==> src/rtl/serial_pattern_detector.sv <==
// Serial pattern detector. It takes one bit on each enabled clock edge and looks for
// a LEN-bit PATTERN. Matches may overlap. It gives a registered one-cycle match pulse
// and keeps a saturating count of matches.
module serial_pattern_detector #(
  parameter int unsigned       LEN     = 4,
  parameter logic [LEN-1:0]    PATTERN = 4'b1011,
  parameter int unsigned       CNT_W   = 8
) (
  input  logic             clk,
  input  logic             reset,
  input  logic             en,
  input  logic             clear,
  input  logic             din,
  output logic             match,
  output logic [CNT_W-1:0] match_count,
  output logic             count_sat,
  output logic             armed
);

  localparam int unsigned       FILL_W    = (LEN > 1) ? $clog2(LEN) : 1;
  localparam logic [FILL_W-1:0] FILL_LAST = FILL_W'(LEN - 1);
  localparam logic [CNT_W-1:0]  CNT_MAX   = '1;
  localparam logic [CNT_W-1:0]  CNT_PRE   = CNT_MAX - CNT_W'(1);

  typedef enum logic [0:0] {
    StFill,
    StArmed
  } state_e;

  state_e             r_state;
  logic [LEN-1:0]     r_sr;
  logic [FILL_W-1:0]  r_fill_cnt;
  logic               r_match;
  logic [CNT_W-1:0]   r_count;
  logic               r_sat;
  logic               r_armed;

  logic [LEN-1:0]     w_sr_next;
  logic               w_last_fill;
  logic               w_armed_next;
  logic               w_hit;

  // Window after this edge's bit is shifted in. This edge may arm the detector and
  // match at the same time.
  always_comb begin
    w_sr_next    = {r_sr[LEN-2:0], din};
    w_last_fill  = (r_state == StFill) && (r_fill_cnt == FILL_LAST);
    w_armed_next = (r_state == StArmed) || w_last_fill;
    w_hit        = w_armed_next && (w_sr_next == PATTERN);
  end

  // Detector FSM, shift register, match pulse and saturating counter.
  always_ff @(posedge clk or negedge reset) begin
    if (!reset) begin
      r_state    <= StFill;
      r_sr       <= '0;
      r_fill_cnt <= '0;
      r_match    <= 1'b0;
      r_count    <= '0;
      r_sat      <= 1'b0;
      r_armed    <= 1'b0;
    end else if (clear) begin
      r_state    <= StFill;
      r_sr       <= '0;
      r_fill_cnt <= '0;
      r_match    <= 1'b0;
      r_count    <= '0;
      r_sat      <= 1'b0;
      r_armed    <= 1'b0;
    end else if (en) begin
      r_sr    <= w_sr_next;
      r_match <= w_hit;
      unique case (r_state)
        StFill: begin
          if (w_last_fill) begin
            r_state <= StArmed;
            r_armed <= 1'b1;
          end else begin
            r_fill_cnt <= r_fill_cnt + 1'b1;
          end
        end
        StArmed: begin
          r_state <= StArmed;
        end
        default: begin
          r_state <= StFill;
        end
      endcase
      if (w_hit) begin
        if (r_count != CNT_MAX) begin
          r_count <= r_count + 1'b1;
        end
        // count_sat rises on the same edge as the count reaches its maximum.
        if ((r_count == CNT_PRE) || (r_count == CNT_MAX)) begin
          r_sat <= 1'b1;
        end
      end
    end else begin
      r_match <= 1'b0;
    end
  end

  assign match       = r_match;
  assign match_count = r_count;
  assign count_sat   = r_sat;
  assign armed       = r_armed;

endmodule

==> config.mk <==
export PLATFORM = sky130hd
export DESIGN_NAME = serial_pattern_detector
export DESIGN_NICKNAME = d
export VERILOG_FILES = /design/src/rtl/serial_pattern_detector.sv
export SDC_FILE = /design/constraint.sdc
export NUM_CORES = 1
export LEC_CHECK = 0
export CORE_MARGIN = 1
export CORE_UTILIZATION = 30
export DETAILED_ROUTE_END_ITERATION = 10
export PLACE_DENSITY = 0.61
export SYNTH_ARGS = -nofsm -noshare
export SYNTH_HDL_FRONTEND = slang
export SYNTH_SLANG_ARGS = --single-unit
export TNS_END_PERCENT = 30
==> constraint.sdc <==
create_clock -name clk -period 1.69 [get_ports clk]
set_clock_uncertainty 0.2 [all_clocks]
set_input_delay 0.2535 -clock clk [delete_from_list [all_inputs] [get_ports clk]]
set_output_delay 0.2535 -clock clk [all_outputs]
set_load 0.005 [all_outputs]
Yosys cells after proc, flatten, opt, wreduce, memory -nomap -nowiden
Cells that the tools add are included.
{"block": "totals", "output_inout_bits": 11, "wordCells": 54, "inputBits": 5, "reg_bits": 17}
{"block": "op_classes", "n_reduce_logical": 13, "n_bitwise": 1, "n_mux": 24, "n_eq_ne": 7, "add_sub_neg": 2}
{"cell": "2-to-1 mux 8 bit", "n": 4}
{"cell": "== test 8 bit, second input constant", "n": 2}
{"cell": "2-to-1 mux 1 bit", "n": 13}
{"cell": "AND reduction 3 bit", "n": 4}
{"cell": "nonzero test 2 bit", "n": 5}
{"cell": "adder 8 x 1 -> 8 bit, second input constant", "n": 1}
{"cell": "2-to-1 mux 2 bit", "n": 4}
{"cell": "inequality test 8 bit, second input constant", "n": 1}
{"cell": "2-to-1 mux 3 bit", "n": 2}
{"cell": "== test 4 bit, second input constant", "n": 1}
{"cell": "inequality test 2 bit, second input constant", "n": 2}
{"cell": "adder 2 x 1 -> 2 bit, second input constant", "n": 1}
{"cell": "== test 2 bit, second input constant", "n": 1}
{"cell": "logical AND 1 bit", "n": 2}
{"cell": "logical OR 1 bit", "n": 2}
{"cell": "case mux 1 bit (2 select lines)", "n": 1}
{"cell": "NOT 1 bit", "n": 1}

Logic depth before layout (Yosys ltp)
Gate-level depths: netlist of run 1.
{"block": "logic_depth", "depth_word": 7, "depth_mapped": 6}

Worst setup path after synthesis of run 1
OpenSTA, ideal clock, no wires.
{"block": "synth_timing", "kind": "register -> register", "startpoint": "register r_count[0] (netlist: match_count[0])", "endpoint": "register r_count[3] (netlist: match_count[3])", "arrival_time_ns": 1.605, "stages_incl_launch_ff": 7, "setup_slack_ns": -0.193, "period_less_slack_ns": 1.883, "t_required_ns": 1.412, "path_cell_list": "dfrtp_1 -> ha_1 -> nand3_1 -> nor2_1 -> clkbuf_1 -> or4_1 -> a21oi_1"}
{"block": "synth_between", "elab_chain_len": 5, "elab_cells_between_ends": 8}
{"element": "start, declared", "line": "34", "source": "logic [CNT_W-1:0] r_count;"}
{"element": "start signal, assigned", "line": "91", "source": "r_count <= r_count + 1'b1;"}
{"element": "adder 8 x 1 -> 8 bit", "line": "91"}
{"element": "2-to-1 mux 8 bit", "line": "90", "source": "if (r_count != CNT_MAX) begin"}
{"element": "2-to-1 mux 8 bit", "line": "89", "source": "if (w_hit) begin"}
{"element": "2-to-1 mux 8 bit", "line": "70", "source": "end else if (en) begin"}
{"element": "2-to-1 mux 8 bit", "line": "62", "source": "end else if (clear) begin"}
Several ways; a longest one is shown, not always the timed one. The select of a mux whose other input is x is not followed.
A chain may end at the register's enable or synchronous reset.

Worst setup path after layout of run 1
{"block": "layout_timing", "startpoint": "register r_fill_cnt[0]", "endpoint": "register r_count[5] (netlist: match_count[5])"}
{"block": "layout_between", "elab_chain_len": 6}
{"element": "start, declared", "line": "32", "source": "logic [FILL_W-1:0] r_fill_cnt;"}
{"element": "start signal, assigned", "line": "79", "source": "r_fill_cnt <= r_fill_cnt + 1'b1;"}
{"element": "== test 2 bit", "line": "47", "source": "w_last_fill = (r_state == StFill) && (r_fill_cnt == FILL_LAST);"}
{"element": "logical AND 1 bit", "line": "47"}
{"element": "logical OR 1 bit", "line": "48", "source": "w_armed_next = (r_state == StArmed) || w_last_fill;"}
{"element": "logical AND 1 bit", "line": "49", "source": "w_hit = w_armed_next && (w_sr_next == PATTERN);"}
{"element": "nonzero test 2 bit (no line)"}
{"element": "AND reduction 3 bit (no line)"}
Every way passes these cells.

==> results of run 1 <==
worst max-delay path, stage by stage (launching register included):
cell     delay (ps)
dfrtp_1         410
ha_4            170
nor2_4           40
or3_4           400
or4_4           430
a21oi_2         130
per-layer routing:
layer	global-route usage, %	wire (um)	up-vias
li1	-	-	389
met1	19.50	949	366
met2	25.70	926	15
met3	4.918	90	2
met4	3.750	12	0
met5	0	0	-
report_power, final:
part           switching [mW]  internal, mW
logic                  0.0381        0.0461
registers             0.00777         0.415
clock network           0.129        0.0917
total                   0.175         0.553
kinds of logic after synthesis:
kind of cell / after synthesis
simple gates: 33
compound gates: 21
flops: 17
buf+inv: 8
mux: 3
fa+ha+maj: 3
xor+xnor: 1
layout make-up:
type | instances | area (um2) | area share [%]
tap | 30 | 37.54 | 2.930
multi-input combinational | 62 | 451.7 | 35.25
timing repair buffer | 38 | 327.8 | 25.59
sequential | 17 | 426.7 | 33.30
inverter | 3 | 11.26 | 0.8789
clock buffer | 4 | 26.28 | 2.051
state kept, by name (all words and copies together), names as in the netlist:
name,flops
r_state,1
r_sr,3
armed,1
count_sat,1
match_count,8
r_fill_cnt,2
match,1
worst paths after layout:
check                            endpoint  slack (ps)
hold reg to reg                 count_sat         310
max in group asynchronous  match_count[0]        1010
setup / recovery           match_count[5]        -140
min in group clk                count_sat         310
setup reg to reg           match_count[5]        -140
hold / removal             match_count[3]          70
synthesized netlist by cell type (3+ instances only):
library cell | number | area share [%]
or4_1 | 3 | 2.7
clkbuf_1 | 3 | 1.3
inv_1 | 3 | 1.3
mux2i_1 | 3 | 3.5
or3_1 | 4 | 2.9
dfrtp_1 | 17 | 50
o31ai_1 | 5 | 4.4
a21oi_1 | 11 | 6.5
nor2_1 | 12 | 5.3
ha_1 | 3 | 4.4
placed cells by master (no fill, tap or decap), types with 2 or more instances in the layout:
| cell | netlist | routed |
|---|---|---|
| a21oi_1 | 11 | 8 |
| a21oi_2 | 0 | 3 |
| buf_4 | 1 | 21 |
| buf_6 | 0 | 2 |
| clkbuf_4 | 0 | 3 |
| clkdlybuf4s50_1 | 0 | 7 |
| dfrtp_1 | 17 | 16 |
| dlygate4sd2_1 | 0 | 6 |
| dlymetal6s2s_1 | 0 | 2 |
| inv_1 | 3 | 3 |
| mux2i_1 | 3 | 3 |
| nand2_1 | 2 | 2 |
| nand3_1 | 2 | 2 |
| nand4_1 | 2 | 2 |
| nor2_1 | 12 | 9 |
| nor2_2 | 0 | 2 |
| o31ai_1 | 5 | 5 |
| or3_1 | 4 | 3 |
| or3_4 | 1 | 3 |
| or4_1 | 3 | 2 |
timing repair:
action / in CTS / in global routing
resized for setup: 11 / 12
endpoints found under the hold margin: 0 / 0
setup buffers: 1 / 0
cloned: 1 / 0
pin swaps: 5 / 3
endpoints found under the setup margin: 13 / 10
==> results.toml, run 1 <==
[clock_network]
clock_sinks = 17
numCtsBuffers = 3
clk_pin_slew_ps = 100
cts_buffer_depth = 2
cts_hold_buf = 0
clock_latency_ps = 290
root_buffer = "clkbuf_4"
htree_num_levels = 1
cts_tree = "yes"

[worst_setup_path]
r2r_cells = 5
reg2reg_from = "r_fill_cnt[0]"
critPathLaunchType = "flip-flop"
critPathLaunch = "r_fill_cnt[0]"
end_kind = "flip-flop"
critPathArrivalTime_ps = 1850
path_max_fanout = 7
path_class = "reg2reg"
cp.required_ps = 1720

[timing]
setup_viol = 7
hold_violations = 0
drv_slew = 0
setup_slack_ps = -136.6
post-route-min-period_ps = 1827
whs_ps = 70.40
tightest_slew_ps = 439.6
fin_crit_sh_pct = 108.1
fmax_mhz = 547.5
rsz0062_at_grt = "yes"
max_slew_margin_pct = 70.66
fin_tns_setup_ps = -679.5

[floorplanning]
initial_core_util_pct = 33.04
core-area_mm2 = 0.002567
die_h_um = 55.18
die_w_um = 55.18
rows = 18
dieArea_mm2 = 0.003044
ios = 16

[drt]
route.antenna.remaining_nets = 0
totalWireLength_um = 1979
drc_errors = 0
firstDrtPassIters = 4
avgRoutedWirePerCell_um = 12.85
viasPerCell = 5.013
drtIter0Drc = 9
num_vias = 772

[outcome]
failed_checks = "setup timing"
outcome = "finished, violations left"

[placement]
place.gp.congestion = 0.7577
dpl_worst_slack_ps = -420.5
dp.cells = 148
placed_cell_area_mm2 = 0.001185
port_buffers = 15
place_hpwl_um = 1315

[logic_synthesis]
netlist_area_um2 = 848.3
ys_warn_count = 0
synthMuxAreaShare_pct = 3.540
yosysUniqueCellTypes = 28
synth_edf_count = 0
synthFlopType = "dfrtp_1"
synthXorXnorAreaFrac_pct = 1.032
synth_nets = 94
avgSynthCellArea_um2 = 9.864
ys_async_sr_fraction_pct = 100.0
ys_seq_area_share_pct = 50.15
synthSimpleGateAreaFrac_pct = 21.98
synth-compound-area-share_pct = 14.75
synth_top_family_by_area = "simple AND/OR/NAND/NOR gates"
synth_fa_ha_area_share_pct = 4.425
synth_seq_cells = 17
synthCells = 86

[finish]
stdcell_count = 154
fin_util_pct = 49.90
final_layout_size_suffix_gt1_share_pct = 33.06
nets = 133
n_fill_cell = 242
area_delta_synth_final_pct = 51.03
finish.instance_area_mm2 = 0.001281
n_antenna_cell = 0

[pwr]
p_leak_nw = 0.5967
pwr_density_cell_mw_per_mm2 = 568.3
p_total_mw = 0.7281
ir_drop_uv = 346.4

[flow_run]
drv_cap = 0

[global_routing]
grt_max_degree = 18
grt_pass1_vias = 758
grt_pass1_wl_um = 3284
antenna_found_initial = 0
grt_use_total_pct = 15.51
gr-total-overflow = 0

[hold_path]
min_path_type = "in2async"
(Power assumes the default switching activity.)
==> inputs of run 2 (changes only) <==
--- a/config.mk
+++ b/config.mk
@@ -9,6 +9,7 @@
 export CORE_UTILIZATION = 30
 export DETAILED_ROUTE_END_ITERATION = 10
 export PLACE_DENSITY = 0.61
+export SETUP_SLACK_MARGIN = 0.5
 export SYNTH_ARGS = -nofsm -noshare
 export SYNTH_HDL_FRONTEND = slang
 export SYNTH_SLANG_ARGS = --single-unit
==> results.toml, run 2 (synthesis results as in run 1) <==
[floorplanning]
ios = 16
die_h_um = 55.18
core-area_mm2 = 0.002567
die_w_um = 55.18
rows = 18
initial_core_util_pct = 33.04
dieArea_mm2 = 0.003044

[timing]
setup_viol = 7
rsz0062_at_grt = "yes"
fmax_mhz = 542.8
hold_violations = 0
fin_tns_setup_ps = -807.0
whs_ps = 76.21
setup_slack_ps = -152.2
tightest_slew_ps = 272.4
fin_crit_sh_pct = 109.0
post-route-min-period_ps = 1842
max_slew_margin_pct = 81.68
drv_slew = 0

[drt]
totalWireLength_um = 2100
drc_errors = 0
viasPerCell = 5.064
route.antenna.remaining_nets = 0
firstDrtPassIters = 4
drtIter0Drc = 19
avgRoutedWirePerCell_um = 13.46
num_vias = 790

[pwr]
ir_drop_uv = 349.2
p_sw_mw = 0.1793
clkPwrFrac_pct = 30.0
pwr_density_cell_mw_per_mm2 = 552.7
p_total_mw = 0.7365
pwr-share-comb_pct = 12.5
p_int_mw = 0.5572
pwr-share-seq_pct = 57.5
p_leak_nw = 0.5899
switching_share_pct = 24.34

[flow_run]
drv_cap = 0

[clock_network]
cts_hold_buf = 0
cts_tree = "yes"
clock_latency_ps = 290
numCtsBuffers = 3
root_buffer = "clkbuf_4"
clock_sinks = 17
htree_num_levels = 1
cts_buffer_depth = 2
clk_pin_slew_ps = 100

[global_routing]
grt_pass1_vias = 760
gr-total-overflow = 0
antenna_found_initial = 0
grt_use_total_pct = 15.91
grt_max_degree = 18
grt_pass1_wl_um = 3353

[finish]
stdcell_count = 156
final_common_cell = "buf_4"
finish.instance_area_mm2 = 0.001333
most-common-layout-cells = "18 x buf_4, 16 x dfrtp_1, 11 x buf_6"
nets = 135
n_antenna_cell = 0
largest_reg_flops = 8
area_delta_synth_final_pct = 57.08
fin_util_pct = 51.90
final_layout_size_suffix_gt1_share_pct = 46.03

[hold_path]
min_path_type = "in2async"

[placement]
dp.cells = 148
port_buffers = 15
place.gp.congestion = 0.7577
placed_cell_area_mm2 = 0.001185
dpl_worst_slack_ps = -420.5
place_hpwl_um = 1315

[worst_setup_path]
critPathArrivalTime_ps = 1870
path_class = "reg2reg"
cp.required_ps = 1720
path_max_fanout = 7
end_kind = "flip-flop"
critPathLaunchType = "flip-flop"

[outcome]
outcome = "finished, violations left"
failed_checks = "setup timing"
-- run 2: power groups by stage --
| stage | clock (mW) | sequential, mW | combinational [mW] |
|---|---|---|---|
| after floorplan | 0 | 0.429 | 0.0327 |
| after global placement | 0 | 0.428 | 0.0748 |
| after detailed placement | 0 | 0.428 | 0.0773 |
| after CTS | 0.229 | 0.420 | 0.0902 |
| after global routing | 0.250 | 0.424 | 0.100 |
| final | 0.221 | 0.423 | 0.0922 |
-- run 2: area by class of cell --
type                            count  area, um2
Clock buffer                        4      26.28
Fill cell                         245       1235
Inverter                            3      13.76
Multi-Input combinational cell     62      491.7
Sequential cell                    17      426.7
Tap cell                           30      37.54
Timing Repair Buffer               40      336.6
-- run 2: worst paths after layout --
path	slack (ps)	cells after the start	from	endpoint
worst max-delay path	-150	5	r_fill_cnt[0]	match_count[5]
min in group clk	200	4	en	r_sr[0]
max in group asynchronous	1000	2	reset	match_count[0]
worst min-delay path	80	2	reset	match_count[2]
worst min register to register	320	2	count_sat	count_sat
worst max register to register	-150	5	r_fill_cnt[0]	match_count[5]
-- run 2: timing repair --
action,CTS,global route
resized for setup,64,11
endpoints found under the hold margin,0,0
buffers inserted,2,1
gates cloned,1,0
endpoints found under the setup margin,27,27
pin swaps,15,9
-- run 2: per-layer routing --
metal | vias up | wire length [um] | global-route usage [%]
met3 | 2 | 102 | 4.918
met1 | 378 | 951 | 20.00
met5 | - | 0 | 0
li1 | 391 | - | -
met4 | 0 | 12 | 3.750
met2 | 19 | 1033 | 26.51
-- run 2: worst max-delay path, cell delays in order, from the launching register on --
cell     delay, ps
dfrtp_1        410
ha_4           170
nor2_4          40
or3_4          400
or4_4          420
a21oi_2        130
==> inputs of run 3 (changes only) <==
--- a/config.mk
+++ b/config.mk
@@ -6,9 +6,9 @@
 export NUM_CORES = 1
 export LEC_CHECK = 0
 export CORE_MARGIN = 1
-export CORE_UTILIZATION = 30
+export CORE_UTILIZATION = 32
 export DETAILED_ROUTE_END_ITERATION = 10
-export PLACE_DENSITY = 0.61
+export PLACE_DENSITY = 0.62
 export SETUP_SLACK_MARGIN = 0.5
 export SYNTH_ARGS = -nofsm -noshare
 export SYNTH_HDL_FRONTEND = slang
==> results.toml, run 3 (synthesis results as in run 1) <==
[worst_setup_path]
crit_slowest_cell = "or4_1"
cp.required_ps = 1710
crit_chain = "ha_4 > nor2_4 > or3_4 > or4_1 > a21oi_1"
r2r_end = "match_count[7]"
critPathLaunch = "r_fill_cnt[1]"
max_stage_delay_ps = 420
path_class = "reg2reg"
reg2reg_slack_ps = -140
critPathArrivalTime_ps = 1850
endpoint = "match_count[7]"
reg2reg_from = "r_fill_cnt[1]"
r2r_cells = 5
end_kind = "flip-flop"
path_max_fanout = 7
critPathLaunchType = "flip-flop"

[timing]
drv_slew = 0
fin_crit_sh_pct = 108.2
tightest_slew_ps = 428.3
post-route-min-period_ps = 1829
setup_slack_ps = -139.2
max_slew_margin_pct = 71.42
fmax_mhz = 546.7
rsz0062_at_grt = "yes"
setup_viol = 7
fin_tns_setup_ps = -669.1
hold_violations = 0

[drt]
viasPerCell = 5.171
num_vias = 817
drtIter0Drc = 12
route.antenna.remaining_nets = 0
firstDrtPassIters = 3
totalWireLength_um = 2130
avgRoutedWirePerCell_um = 13.48
drc_errors = 0

[pwr]
ir_drop_uv = 543.2
pwr_density_cell_mw_per_mm2 = 547.4
p_leak_nw = 0.6039
p_total_mw = 0.7397

[global_routing]
antenna_found_initial = 0
grt_max_degree = 18
grt_use_total_pct = 17.78
gr-total-overflow = 0
grt_pass1_vias = 840
grt_pass1_wl_um = 3581

[floorplanning]
initial_core_util_pct = 33.93
die_w_um = 53.49
rows = 18
ios = 16
dieArea_mm2 = 0.002861
core-area_mm2 = 0.002500
die_h_um = 53.49

[flow_run]
drv_cap = 0

[outcome]
outcome = "finished, violations left"
failed_checks = "setup timing"

[finish]
area_delta_synth_final_pct = 59.29
most-common-layout-cells = "19 x buf_4, 17 x dfrtp_1, 13 x buf_6"
largest_reg_flops = 8
n_antenna_cell = 0
final_layout_size_suffix_gt1_share_pct = 44.53
final_common_cell = "buf_4"
nets = 137

[clock_network]
numCtsBuffers = 3
clk_pin_slew_ps = 100
clock_sinks = 17
clock_latency_ps = 290
cts_hold_buf = 0
cts_buffer_depth = 2
root_buffer = "clkbuf_4"
cts_tree = "yes"
htree_num_levels = 1

[placement]
place_hpwl_um = 1383
place.gp.congestion = 0.7641
port_buffers = 15

[hold_path]
min_path_type = "in2async"
[run 3: cell types whose count changed in the layout (fill, tap and decap cells not counted), moves of 2 or more]
| cell | change |
|---|---|
| clkbuf_2 | +4 |
| ha_4 | -2 |
| buf_2 | -6 |
| buf_6 | +2 |
[run 3: timing repair]
action | in CTS | in global routing
pin swaps | 7 | 4
setup buffers | 1 | 3
gates cloned | 1 | 0
endpoints found under the setup margin | 25 | 27
resized for setup | 11 | 43
[run 3: how the worst min path moves through the flow]
stage,start,end,slack [ps],cells past startpoint
2_1_floorplan,reset,armed,-240,0
3_3_place_gp,armed,armed,290,2
3_5_place_dp,armed,armed,310,2
4_1_cts,reset,match_count[1],90,2
5_1_grt,reset,match_count[3],100,2
6_report,reset,match_count[3],80,2
[run 3: through the flow]
stage                     hold WS (ps)  worst slack, ps  util (%)  instance area (um2)  cells
final                            83.42           -139.2     54.05                 1351    158
after detailed placement         307.3           -429.9     48.20                 1205    149
after floorplan                 -242.1           -148.2         -                863.3     86
after global routing             95.90           -207.9     54.05                 1351    158
after global placement           291.7           -378.3     48.20                 1205    149
after CTS                        87.33           -146.8     50.85                 1271    155
[run 3: power breakdown]
part | total (mW) | leakage [nW] | switching (mW) | internal [mW]
Sequential | 0.423 | 0.235 | 0.00781 | 0.415
Clock | 0.219 | 0.0150 | 0.127 | 0.0918
Combinational | 0.0976 | 0.354 | 0.0439 | 0.0537
Total | 0.740 | 0.604 | 0.179 | 0.561
[run 3: per-layer routing]
layer | GRT usage (%) | share of wire [%] | vias up
met5 | 0 | 0 | -
met3 | 6.034 | 5.2 | 2
met4 | 5.263 | 0.47 | 0
li1 | - | - | 398
met2 | 32.08 | 52 | 21
met1 | 19.23 | 42 | 396
[run 3: layout make-up]
class | instances | area, um2
clock buffers | 4 | 26.28
flip-flops and latches | 17 | 425.4
inverters | 3 | 11.26
well taps | 30 | 37.54
repair buffers | 42 | 376.6
multi-input cells | 62 | 474.2
fillers | 230 | 1149
[run 3: worst max-delay path, delay by kind of cell, from the launching register on]
kind	cells	cell delay, ps
AO/OA/AOI/OAI	1	130
flip-flops	1	400
adder cells (fa/ha/maj)	1	170
AND/OR/NAND/NOR	3	860
